<file path="config.mk">
export PLATFORM = sky130hd
export DESIGN_NAME = layer_transfer_sequencer_flat
export DESIGN_NICKNAME = d
export VERILOG_FILES = /design/src/rtl/layer_transfer_sequencer_if.sv /design/src/rtl/layer_transfer_sequencer.sv /design/src/flat_wrapper.sv
export SDC_FILE = /design/constraint.sdc
export NUM_CORES = 1
export LEC_CHECK = 0
export CAP_MARGIN = 40
export CORE_MARGIN = 8
export CORE_UTILIZATION = 47
export DETAILED_ROUTE_END_ITERATION = 8
export GPL_TIMING_DRIVEN = 0
export PLACE_DENSITY = 0.86
export SETUP_SLACK_MARGIN = 0.05
export SLEW_MARGIN = 10
export SYNTH_ARGS = -nofsm -noshare
export SYNTH_HDL_FRONTEND = slang
export SYNTH_SLANG_ARGS = --single-unit
</file>
<file path="constraint.sdc">
create_clock -name clk -period 5.4 [get_ports clk]
set_input_delay 0.54 -clock clk [delete_from_list [all_inputs] [get_ports clk]]
set_output_delay 0.54 -clock clk [all_outputs]
set_load 0.03 [all_outputs]
</file>
<file path="src/rtl/layer_transfer_sequencer_if.sv">
// layer_transfer_sequencer_if: source-read / destination-write memory bus
// between the transfer sequencer (master) and the two feature-map RAMs (slave).
interface layer_transfer_sequencer_if #(
  parameter int unsigned DATA_W = 64,
  parameter int unsigned ADDR_W = 16
);
  logic              rd_en;
  logic [ADDR_W-1:0] rd_addr;
  logic [DATA_W-1:0] rd_data;
  logic              wr_en;
  logic [ADDR_W-1:0] wr_addr;
  logic [DATA_W-1:0] wr_data;
  logic              wr_ready;

  modport master (
    output rd_en,
    output rd_addr,
    input  rd_data,
    output wr_en,
    output wr_addr,
    output wr_data,
    input  wr_ready
  );

  modport slave (
    input  rd_en,
    input  rd_addr,
    output rd_data,
    input  wr_en,
    input  wr_addr,
    input  wr_data,
    output wr_ready
  );
endinterface

</file>
<file path="src/rtl/layer_transfer_sequencer.sv">
// layer_transfer_sequencer: copies one NUM_CH x DIM x DIM feature-map volume
// from the layer-1 output RAM to the layer-2 input RAM, one read then one
// write per element (x fastest, then y, then ch), and pulses done when the
// final write is accepted.
// Optional feature: define LAYER_TRANSFER_RELU_EN to load ReLU(rd_data)
// into the data register (negative two's-complement words become zero).
module layer_transfer_sequencer #(
  parameter int unsigned DATA_W  = 64,
  parameter int unsigned DIM     = 26,
  parameter int unsigned NUM_CH  = 16,
  parameter int unsigned IDX_W   = 16,
  parameter int unsigned ADDR_W  = 16,
  parameter int unsigned RD_BASE = 0,
  parameter int unsigned WR_BASE = 0
) (
  input  logic                       clk,
  input  logic                       reset,
  input  logic                       start,
  output logic                       busy,
  output logic                       done,
  output logic [IDX_W-1:0]           idx_x,
  output logic [IDX_W-1:0]           idx_y,
  output logic [IDX_W-1:0]           idx_ch,
  layer_transfer_sequencer_if.master mem
);

  localparam logic [IDX_W-1:0]  LP_X_MAX  = IDX_W'(DIM - 1);
  localparam logic [IDX_W-1:0]  LP_Y_MAX  = IDX_W'(DIM - 1);
  localparam logic [IDX_W-1:0]  LP_CH_MAX = IDX_W'(NUM_CH - 1);
  localparam logic [ADDR_W-1:0] LP_RD_BASE = ADDR_W'(RD_BASE);
  localparam logic [ADDR_W-1:0] LP_WR_BASE = ADDR_W'(WR_BASE);

  typedef enum logic [2:0] {
    S_IDLE = 3'd0,
    S_RD   = 3'd1,
    S_CAP  = 3'd2,
    S_WR   = 3'd3,
    S_FIN  = 3'd4
  } state_t;

  state_t            r_state;
  state_t            w_state_nxt;

  logic              r_busy;
  logic              r_done;
  logic              r_rd_en;
  logic              r_wr_en;
  logic [IDX_W-1:0]  r_x;
  logic [IDX_W-1:0]  r_y;
  logic [IDX_W-1:0]  r_ch;
  logic [ADDR_W-1:0] r_rd_addr;
  logic [ADDR_W-1:0] r_wr_addr;
  logic [DATA_W-1:0] r_data;

  logic              w_clr_idx;
  logic              w_adv_idx;
  logic              w_cap;
  logic              w_last;
  logic              w_x_wrap;
  logic              w_y_wrap;
  logic [DATA_W-1:0] w_cap_data;

  // Element-position decode from the current indices
  always_comb begin
    w_x_wrap = (r_x == LP_X_MAX);
    w_y_wrap = (r_y == LP_Y_MAX);
    w_last   = w_x_wrap && w_y_wrap && (r_ch == LP_CH_MAX);
  end

  // Value loaded into the data register when leaving CAP
  always_comb begin
`ifdef LAYER_TRANSFER_RELU_EN
    w_cap_data = mem.rd_data[DATA_W-1] ? '0 : mem.rd_data;
`else
    w_cap_data = mem.rd_data;
`endif
  end

  // State register
  always_ff @(posedge clk or posedge reset) begin
    if (reset) begin
      r_state <= S_IDLE;
    end else begin
      r_state <= w_state_nxt;
    end
  end

  // Next-state and datapath control decode
  always_comb begin
    w_state_nxt = r_state;
    w_clr_idx   = 1'b0;
    w_adv_idx   = 1'b0;
    w_cap       = 1'b0;
    case (r_state)
      S_IDLE: begin
        if (start) begin
          w_clr_idx   = 1'b1;
          w_state_nxt = S_RD;
        end
      end
      S_RD: begin
        w_state_nxt = S_CAP;
      end
      S_CAP: begin
        w_cap       = 1'b1;
        w_state_nxt = S_WR;
      end
      S_WR: begin
        if (mem.wr_ready) begin
          if (w_last) begin
            w_state_nxt = S_FIN;
          end else begin
            w_adv_idx   = 1'b1;
            w_state_nxt = S_RD;
          end
        end
      end
      S_FIN: begin
        w_state_nxt = S_IDLE;
      end
      default: begin
        w_state_nxt = S_IDLE;
      end
    endcase
  end

  // Status and strobe outputs registered from the next state
  always_ff @(posedge clk or posedge reset) begin
    if (reset) begin
      r_busy  <= 1'b0;
      r_done  <= 1'b0;
      r_rd_en <= 1'b0;
      r_wr_en <= 1'b0;
    end else begin
      r_busy  <= (w_state_nxt != S_IDLE);
      r_done  <= (w_state_nxt == S_FIN);
      r_rd_en <= (w_state_nxt == S_RD);
      r_wr_en <= (w_state_nxt == S_WR);
    end
  end

  // Index walk; addresses track the linear offset, which rises by one per element
  always_ff @(posedge clk or posedge reset) begin
    if (reset) begin
      r_x       <= '0;
      r_y       <= '0;
      r_ch      <= '0;
      r_rd_addr <= '0;
      r_wr_addr <= '0;
    end else if (w_clr_idx) begin
      r_x       <= '0;
      r_y       <= '0;
      r_ch      <= '0;
      r_rd_addr <= LP_RD_BASE;
      r_wr_addr <= LP_WR_BASE;
    end else if (w_adv_idx) begin
      r_rd_addr <= r_rd_addr + ADDR_W'(1);
      r_wr_addr <= r_wr_addr + ADDR_W'(1);
      if (w_x_wrap) begin
        r_x <= '0;
        if (w_y_wrap) begin
          r_y  <= '0;
          r_ch <= r_ch + IDX_W'(1);
        end else begin
          r_y <= r_y + IDX_W'(1);
        end
      end else begin
        r_x <= r_x + IDX_W'(1);
      end
    end
  end

  // Data register: one cycle after the read strobe the source word is valid
  always_ff @(posedge clk or posedge reset) begin
    if (reset) begin
      r_data <= '0;
    end else if (w_cap) begin
      r_data <= w_cap_data;
    end
  end

  assign busy        = r_busy;
  assign done        = r_done;
  assign idx_x       = r_x;
  assign idx_y       = r_y;
  assign idx_ch      = r_ch;
  assign mem.rd_en   = r_rd_en;
  assign mem.rd_addr = r_rd_addr;
  assign mem.wr_en   = r_wr_en;
  assign mem.wr_addr = r_wr_addr;
  assign mem.wr_data = r_data;

endmodule

</file>
<file path="src/flat_wrapper.sv">
// flat-port wrapper written by rule: the top's interface ports become plain ports
module layer_transfer_sequencer_flat 
#(
  parameter int unsigned DATA_W  = 64,
  parameter int unsigned DIM     = 26,
  parameter int unsigned NUM_CH  = 16,
  parameter int unsigned IDX_W   = 16,
  parameter int unsigned ADDR_W  = 16,
  parameter int unsigned RD_BASE = 0,
  parameter int unsigned WR_BASE = 0
)
  (clk, reset, start, busy, done, idx_x, idx_y, idx_ch, mem_rd_en, mem_rd_addr, mem_rd_data, mem_wr_en, mem_wr_addr, mem_wr_data, mem_wr_ready);
  layer_transfer_sequencer_if #(.DATA_W(DATA_W), .ADDR_W(ADDR_W)) mem_i ();
  input  logic clk;
  input  logic reset;
  input  logic start;
  output logic busy;
  output logic done;
  output logic [IDX_W-1:0] idx_x;
  output logic [IDX_W-1:0] idx_y;
  output logic [IDX_W-1:0] idx_ch;
  output wire logic [$bits(mem_i.rd_en)-1:0] mem_rd_en;
  output wire logic [$bits(mem_i.rd_addr)-1:0] mem_rd_addr;
  input wire logic [$bits(mem_i.rd_data)-1:0] mem_rd_data;
  output wire logic [$bits(mem_i.wr_en)-1:0] mem_wr_en;
  output wire logic [$bits(mem_i.wr_addr)-1:0] mem_wr_addr;
  output wire logic [$bits(mem_i.wr_data)-1:0] mem_wr_data;
  input wire logic [$bits(mem_i.wr_ready)-1:0] mem_wr_ready;
  assign mem_rd_en = mem_i.rd_en;
  assign mem_rd_addr = mem_i.rd_addr;
  assign mem_i.rd_data = mem_rd_data;
  assign mem_wr_en = mem_i.wr_en;
  assign mem_wr_addr = mem_i.wr_addr;
  assign mem_wr_data = mem_i.wr_data;
  assign mem_i.wr_ready = mem_wr_ready;
  layer_transfer_sequencer #(.DATA_W(DATA_W), .DIM(DIM), .NUM_CH(NUM_CH), .IDX_W(IDX_W), .ADDR_W(ADDR_W), .RD_BASE(RD_BASE), .WR_BASE(WR_BASE)) u_core (.clk(clk), .reset(reset), .start(start), .busy(busy), .done(done), .idx_x(idx_x), .idx_y(idx_y), .idx_ch(idx_ch), .mem(mem_i));
endmodule
</file>
* Word-level counts from Yosys, hierarchy flattened
Cells that the tools add are included.
Word-level totals: output and inout port bits 148, input bits 68, bits in latches 0, memories kept 0, logic and storage cells 59, bits in writable memories 0, bits in registers 151, bits in read-only memories 0
Operators by class: $lt $le $gt $ge 0, multiplexer cells 25, divide/modulo/power cells 0, equality and inequality tests 9, $add $sub $neg 5, shifts and indexed selects 0, $mul 0, bitwise logic cells 0, reduce and logical (&&, ||, !) cells 9
Operator list (count):
- $mux W16 | 15
- $add A16 B1 Y16 const B | 5
- $eq A16 B5 Y1 const B | 2
- $eq A16 B4 Y1 const B | 1
- $pmux W3 S4 | 1
- $eq A3 B2 Y1 const B | 3
- $mux W3 | 3
- $eq A3 B1 Y1 const B | 2
- $mux W1 | 6
- $reduce_bool A2 Y1 | 3
- $eq A3 B3 Y1 const B | 1
- $logic_not A3 Y1 | 1
- $reduce_and A3 Y1 | 1
- $reduce_bool A3 Y1 | 1
- $logic_and A1 B1 Y1 | 2
- $reduce_and A2 Y1 | 1

* Logic depth before layout (Yosys ltp)
word-level depth 8, depth in mapped cells 10, gate-level depth less buffers 7

* Worst setup path after synthesis
Ideal clock, no wire load.
path type register -> register, from reg u_core.r_x[0], in the netlist u_core.idx_x[0], to reg u_core.r_wr_addr[6], in the netlist u_core.mem.wr_addr[6], stages on the path, launching flop included 9, setup time 119 ps, data required time 5281 ps, setup slack 3117 ps, clock period less this slack 2283 ps, buffers on the path 2, arrival time 2164 ps, cells stage by stage dfrtp_1 -> ha_1 -> nor3b_1 -> nand4_1 -> o31ai_4 -> buf_2 -> buf_6 -> nor4_1 -> o21a_1
On the way: cells in the longest elaborated chain, start to end 7
RTL lines:
- start, declared | RTL line layer_transfer_sequencer.sv:48 | logic [IDX_W-1:0] r_x;
- start signal, assigned | RTL line layer_transfer_sequencer.sv:168 | r_x <= r_x + IDX_W'(1);
- $eq A16 B5 Y1 | RTL line layer_transfer_sequencer.sv:65 | w_x_wrap = (r_x == LP_X_MAX);
- $logic_and A1 B1 Y1 (2 in a row) | RTL line layer_transfer_sequencer.sv:67 | w_last = w_x_wrap && w_y_wrap && (r_ch == LP_CH_MAX);
- $mux W1 | RTL line layer_transfer_sequencer.sv:110 | if (w_last) begin
- $mux W1 | RTL line layer_transfer_sequencer.sv:109 | if (mem.wr_ready) begin
- $mux W1 | RTL line layer_transfer_sequencer.sv:94 | case (r_state)
- $reduce_bool A2 Y1 (no line)
- end signal, assigned | RTL line layer_transfer_sequencer.sv:158 | r_wr_addr <= r_wr_addr + ADDR_W'(1);
- end, declared | RTL line layer_transfer_sequencer.sv:52 | logic [ADDR_W-1:0] r_wr_addr;
No other way between the ends. A chain may end at the register's enable or synchronous reset.

* Final worst setup path
from reg u_core.r_x[9], in the netlist u_core.idx_x[9], to reg u_core.r_ch[13], in the netlist u_core.idx_ch[13]
On the way: cells in the longest elaborated chain, start to end 8, elaborated cells between the ends (all ways) 9, classes of those cells eq/ne (1); mux (3); reduce/logical (5)
RTL lines:
- $eq A16 B5 Y1 * | RTL line layer_transfer_sequencer.sv:65
- $logic_and A1 B1 Y1 (2 in a row) | RTL line layer_transfer_sequencer.sv:67
- $mux W1 | RTL line layer_transfer_sequencer.sv:110
- $mux W1 | RTL line layer_transfer_sequencer.sv:109
- $mux W1 | RTL line layer_transfer_sequencer.sv:94
- $reduce_bool A2 Y1 (no line)
- $reduce_and A3 Y1 (no line) *
- end signal, assigned | RTL line layer_transfer_sequencer.sv:163 | r_ch <= r_ch + IDX_W'(1);
- end, declared | RTL line layer_transfer_sequencer.sv:50 | logic [IDX_W-1:0] r_ch;
Every way passes the cells marked *; elsewhere a longest branch is shown, timed or not.

==> impl_summary.md <==
Run status
The flow ran to the end, and the final reports show no timing, DRC or antenna violations.

Logic synthesis
The synthesized netlist devotes approximately a fifth of its cell area to simple gates. After synthesis, the mean cell area works out to 11.14 um2. The cell type with the highest aggregate area in the netlist is sky130_fd_sc_hd__dfrtp_1.

The netlist uses 52 different library cells. The post-synthesis adder-cell area fraction is 1.242%. Measured against the total synthesized area, the mux share comes to 12.77%. The area share of xor/xnor cells in the synthesized design is about 1.7%. The cell area after synthesis is just over 7000 um2. The flip-flop cell with the highest count after synthesis is sky130_fd_sc_hd__dfrtp_1.

The total of flip-flops plus latches after synthesis is 151. Yosys printed 0 warnings. The sequential share of the synthesized area is 53.57%. The number of nets produced by synthesis is slightly above 700.

The share of flip-flops with an asynchronous set or reset is 100.0%. By area, the combinational part of the netlist is dominated by simple AND/OR/NAND/NOR gates. The number of synthesized flops with an enable pin is 0.

The area fraction of the dominant cell type after synthesis is roughly 54%. In the synthesized netlist, the number of instances is 633. In the post-synthesis netlist, the biggest area contributors are sky130_fd_sc_hd__dfrtp_1 (54%), sky130_fd_sc_hd__mux2_2 (10%), sky130_fd_sc_hd__nand2_1 (3.4%), sky130_fd_sc_hd__nand3_1 (3.1%), sky130_fd_sc_hd__a21oi_1 (2.6%). The fraction of the mapped netlist area in compound gates is ~8.5%.

STA
Setup repair after global routing left no endpoint under its margin. The max-slew violation count is 0. Timing would allow up to 365.1 MHz. The relative slew slack is 46.19%. After layout, the worst path uses 50.73% of the clock period.

The final count of negative-setup-slack endpoints is 0. The transition time at the pin with the least slew margin is 0.8042 ns. The number of hold violations in the final report is 0.

The time the worst path needs with I/O delays and setup is 2.739 ns. The worst-case clock skew is 0.007942 ns. Across all hold checks on the routed design, the worst slack comes to 0.5045 ns.

Placed design
The placer congestion estimate is 0.8716. The post-detailed-placement half-perimeter wirelength is 15690 um. The number of buffer cells added on primary ports is 215.

Floorplan
In this run the vertical extent of the chip is 138.5 um. The core outline area is between 10000 and 15000 um2. The die outline width is 138.5 um. The number of rows in the core area is 44. The initial utilization of the core area, before any placement, comes to 48.35%. The I/O pin count is roughly 220.

The area of the die is ~19000 um2.

Setup path
The minimum setup slack among reg-to-reg paths is 2.66 ns. The critical path starts at u_core.idx_x[9]. The critical path ends at u_core.idx_ch[13].

The reg-to-reg critical path startpoint is u_core.idx_x[9]. In this run the critical register-to-register path is captured at u_core.idx_ch[13]. STA puts the critical path data required time at 5.68 ns. The critical path is of the register to register type. The top fanout value on the critical path is 10.

The worst setup path is captured at a register. Data on the critical path arrives at its endpoint at ~3.0 ns. The sort of element at the start of the critical path is a register. Counting cells, the worst reg-to-reg path comes to 8.

Clock tree
In this run the deepest clock path goes through 2 buffers. In this run, post-CTS hold repair placed 0 buffers. Clock tree synthesis inserted a total of 17 buffers. TritonCTS built the clock tree. The H-tree generated during clock tree synthesis spans 4 levels.

Counting every sink on the clock net gives 151. Post-CTS timing repair inserted 0 buffers for setup. The CTS root buffer is sky130_fd_sc_hd__clkbuf_16.

The later pin in the worst-skew pair is clocked with a latency of between 0.4 and 0.5 ns. After clock tree synthesis, the clock-pin slew on the worst setup and hold paths is roughly 0.06 ns. After clock tree synthesis, the repair step resized 0 gates.

Route
Dividing the detail-routed wire length by the instance count gives 20.53 um. After detailed routing, the total wire length is 21860 um. The number of detailed-routing iterations run before antenna repair is 8. The detail route stage leaves a number of antenna-violating nets equal to 0. The routed layout has 6170 vias.

Wire segments on met2 add up to 11020 um in the final route. The via density per instance is between 5 and 6. The count of unresolved DRC violations after routing is 0. For this block, wires on met1 add up to 9078 um. The highest signal layer in the routed design is met4. The detailed-routed wire length on met3 is 1346 um.

In this run, the number of DRC markers left after iteration 0 of detailed routing was approximately 660.

GRT
Global routing used around 22% of the available tracks. After global routing the overflow that remains totals 0. The initial antenna violation count was 0. Entering global routing, the biggest net connects ~80 pins. The first-pass GRT wire length is between 30000 and 40000 um. The via count of the first global-routing pass is 5998.

Final layout
Fill cells in the final layout number about 1100. 0 antenna diodes ended up in the layout. The net count of the finished layout is 943. The share of layout cells above drive strength 1 is a little over an eighth. The final core utilization is between 60 and 70%. The area growth from synthesis to layout is 43.08%.

Pwr
IR analysis of the VDD net gives a maximum drop of about 0.24 mV. Power spread over the standard cell area amounts to roughly 520 nW/um2. In this run the static leakage power is 0.004161 uW.

Hold path
The critical hold path startpoint is u_core.mem.wr_data[6]. The min-delay analysis places its worst path in the category register to register.

Run
The number of violations of the max-capacitance limit is 0.
-- metal layers --
layer  up-vias  global-route usage, %
met5         -                      0
met2       248                  37.18
met4         0                  8.410
li1       2825                      -
met3        36                  5.000
met1      3061                  27.83
-- worst min path at each step --
stage | to | slack [ns] | cells after the start
after floorplan | u_core.busy | 0.47 | 1
after global placement | u_core.mem.wr_data[10] | 0.49 | 1
after detailed placement | u_core.mem.wr_data[36] | 0.49 | 1
after CTS | u_core.mem.wr_data[63] | 0.51 | 1
after global routing | u_core.mem.wr_data[29] | 0.52 | 1
final | u_core.mem.wr_data[6] | 0.50 | 1
-- cells by family after synthesis --
| family | Yosys count |
|---|---|
| AND/OR/NAND/NOR | 247 |
| flip-flops | 151 |
| AO/OA/AOI/OAI | 94 |
| multiplexers | 82 |
| buffers and inverters | 38 |
| XOR/XNOR | 14 |
| adder cells (fa/ha/maj) | 7 |
-- critical path, stage by stage (launching register included) --
cell and delay, ns:
sky130_fd_sc_hd__dfrtp_1 0.45, sky130_fd_sc_hd__nor4_1 0.48, sky130_fd_sc_hd__and4_1 0.28, sky130_fd_sc_hd__buf_2 0.19, sky130_fd_sc_hd__nand4_2 0.20, sky130_fd_sc_hd__buf_2 0.26
sky130_fd_sc_hd__clkbuf_1 0.27, sky130_fd_sc_hd__o31ai_1 0.36, sky130_fd_sc_hd__a21oi_1 0.11
-- area by class of cell --
class | instances | area (um2) | area share [%]
plain buffers | 30 | 156.4 | 1.550
clock buffers | 21 | 480.5 | 4.760
clock inverters | 11 | 135.1 | 1.339
inverters | 8 | 37.54 | 0.3719
multi-input cells | 444 | 3095 | 30.67
flip-flops and latches | 151 | 3779 | 37.44
well taps | 184 | 230.2 | 2.281
repair buffers | 216 | 2180 | 21.59
-- flip-flops by register name, summed over array words and instances (netlist names) --
signal	count
u_core.busy	1
u_core.done	1
u_core.idx_ch	16
u_core.idx_x	16
u_core.idx_y	16
u_core.mem.rd_addr	16
u_core.mem.rd_en	1
u_core.mem.wr_addr	16
u_core.mem.wr_data	64
u_core.mem.wr_en	1
u_core.r_state	3
-- cell usage after synthesis, drive strengths merged, types with 17 or more instances --
master / instances
a21oi: 37
clkbuf: 18
dfrtp: 151
mux2: 64
mux2i: 18
nand2: 63
nand3: 43
nor2: 26
o21ai: 17
o31ai: 17
or3: 17
or4: 24
-- cell usage in the layout (no fill, tap or decap), drive strengths merged, types with 6 or more instances in the layout --
master         count
mux2              64
o21ai             17
nand3             43
nor4              10
and2               6
o31ai             17
nand4             15
clkbuf            39
or4               24
nor3               9
or3               17
nand2             63
a21oi             37
and3              11
clkdlybuf4s50    215
buf               13
ha                 7
and4              12
o211ai            10
nor2              26
xor2               9
mux2i             18
inv               13
dfrtp            151
-- power breakdown --
group / switching, uW / internal (uW)
sequential: 257 / 1470
clock: 498 / 740
combinational: 1270 / 991
total: 2020 / 3200
-- through the flow --
step / std cells / total power [uW] / instance area (um2) / setup slack, ns / TNS [ns]
final: 1065 / 5217 / 10090 / 2.661 / 0
after detailed placement: 1033 / 4006 / 9478 / 2.462 / 0
after global placement: 1032 / 3933 / 9437 / -1.390 / -208.99
after CTS: 1065 / 5251 / 10090 / 2.736 / 0
after global routing: 1065 / 5431 / 10090 / 2.449 / 0
after floorplan: 633 / 3012 / 7054 / 0.7953 / 0
No activity file was read; power rests on OpenSTA's default activity.
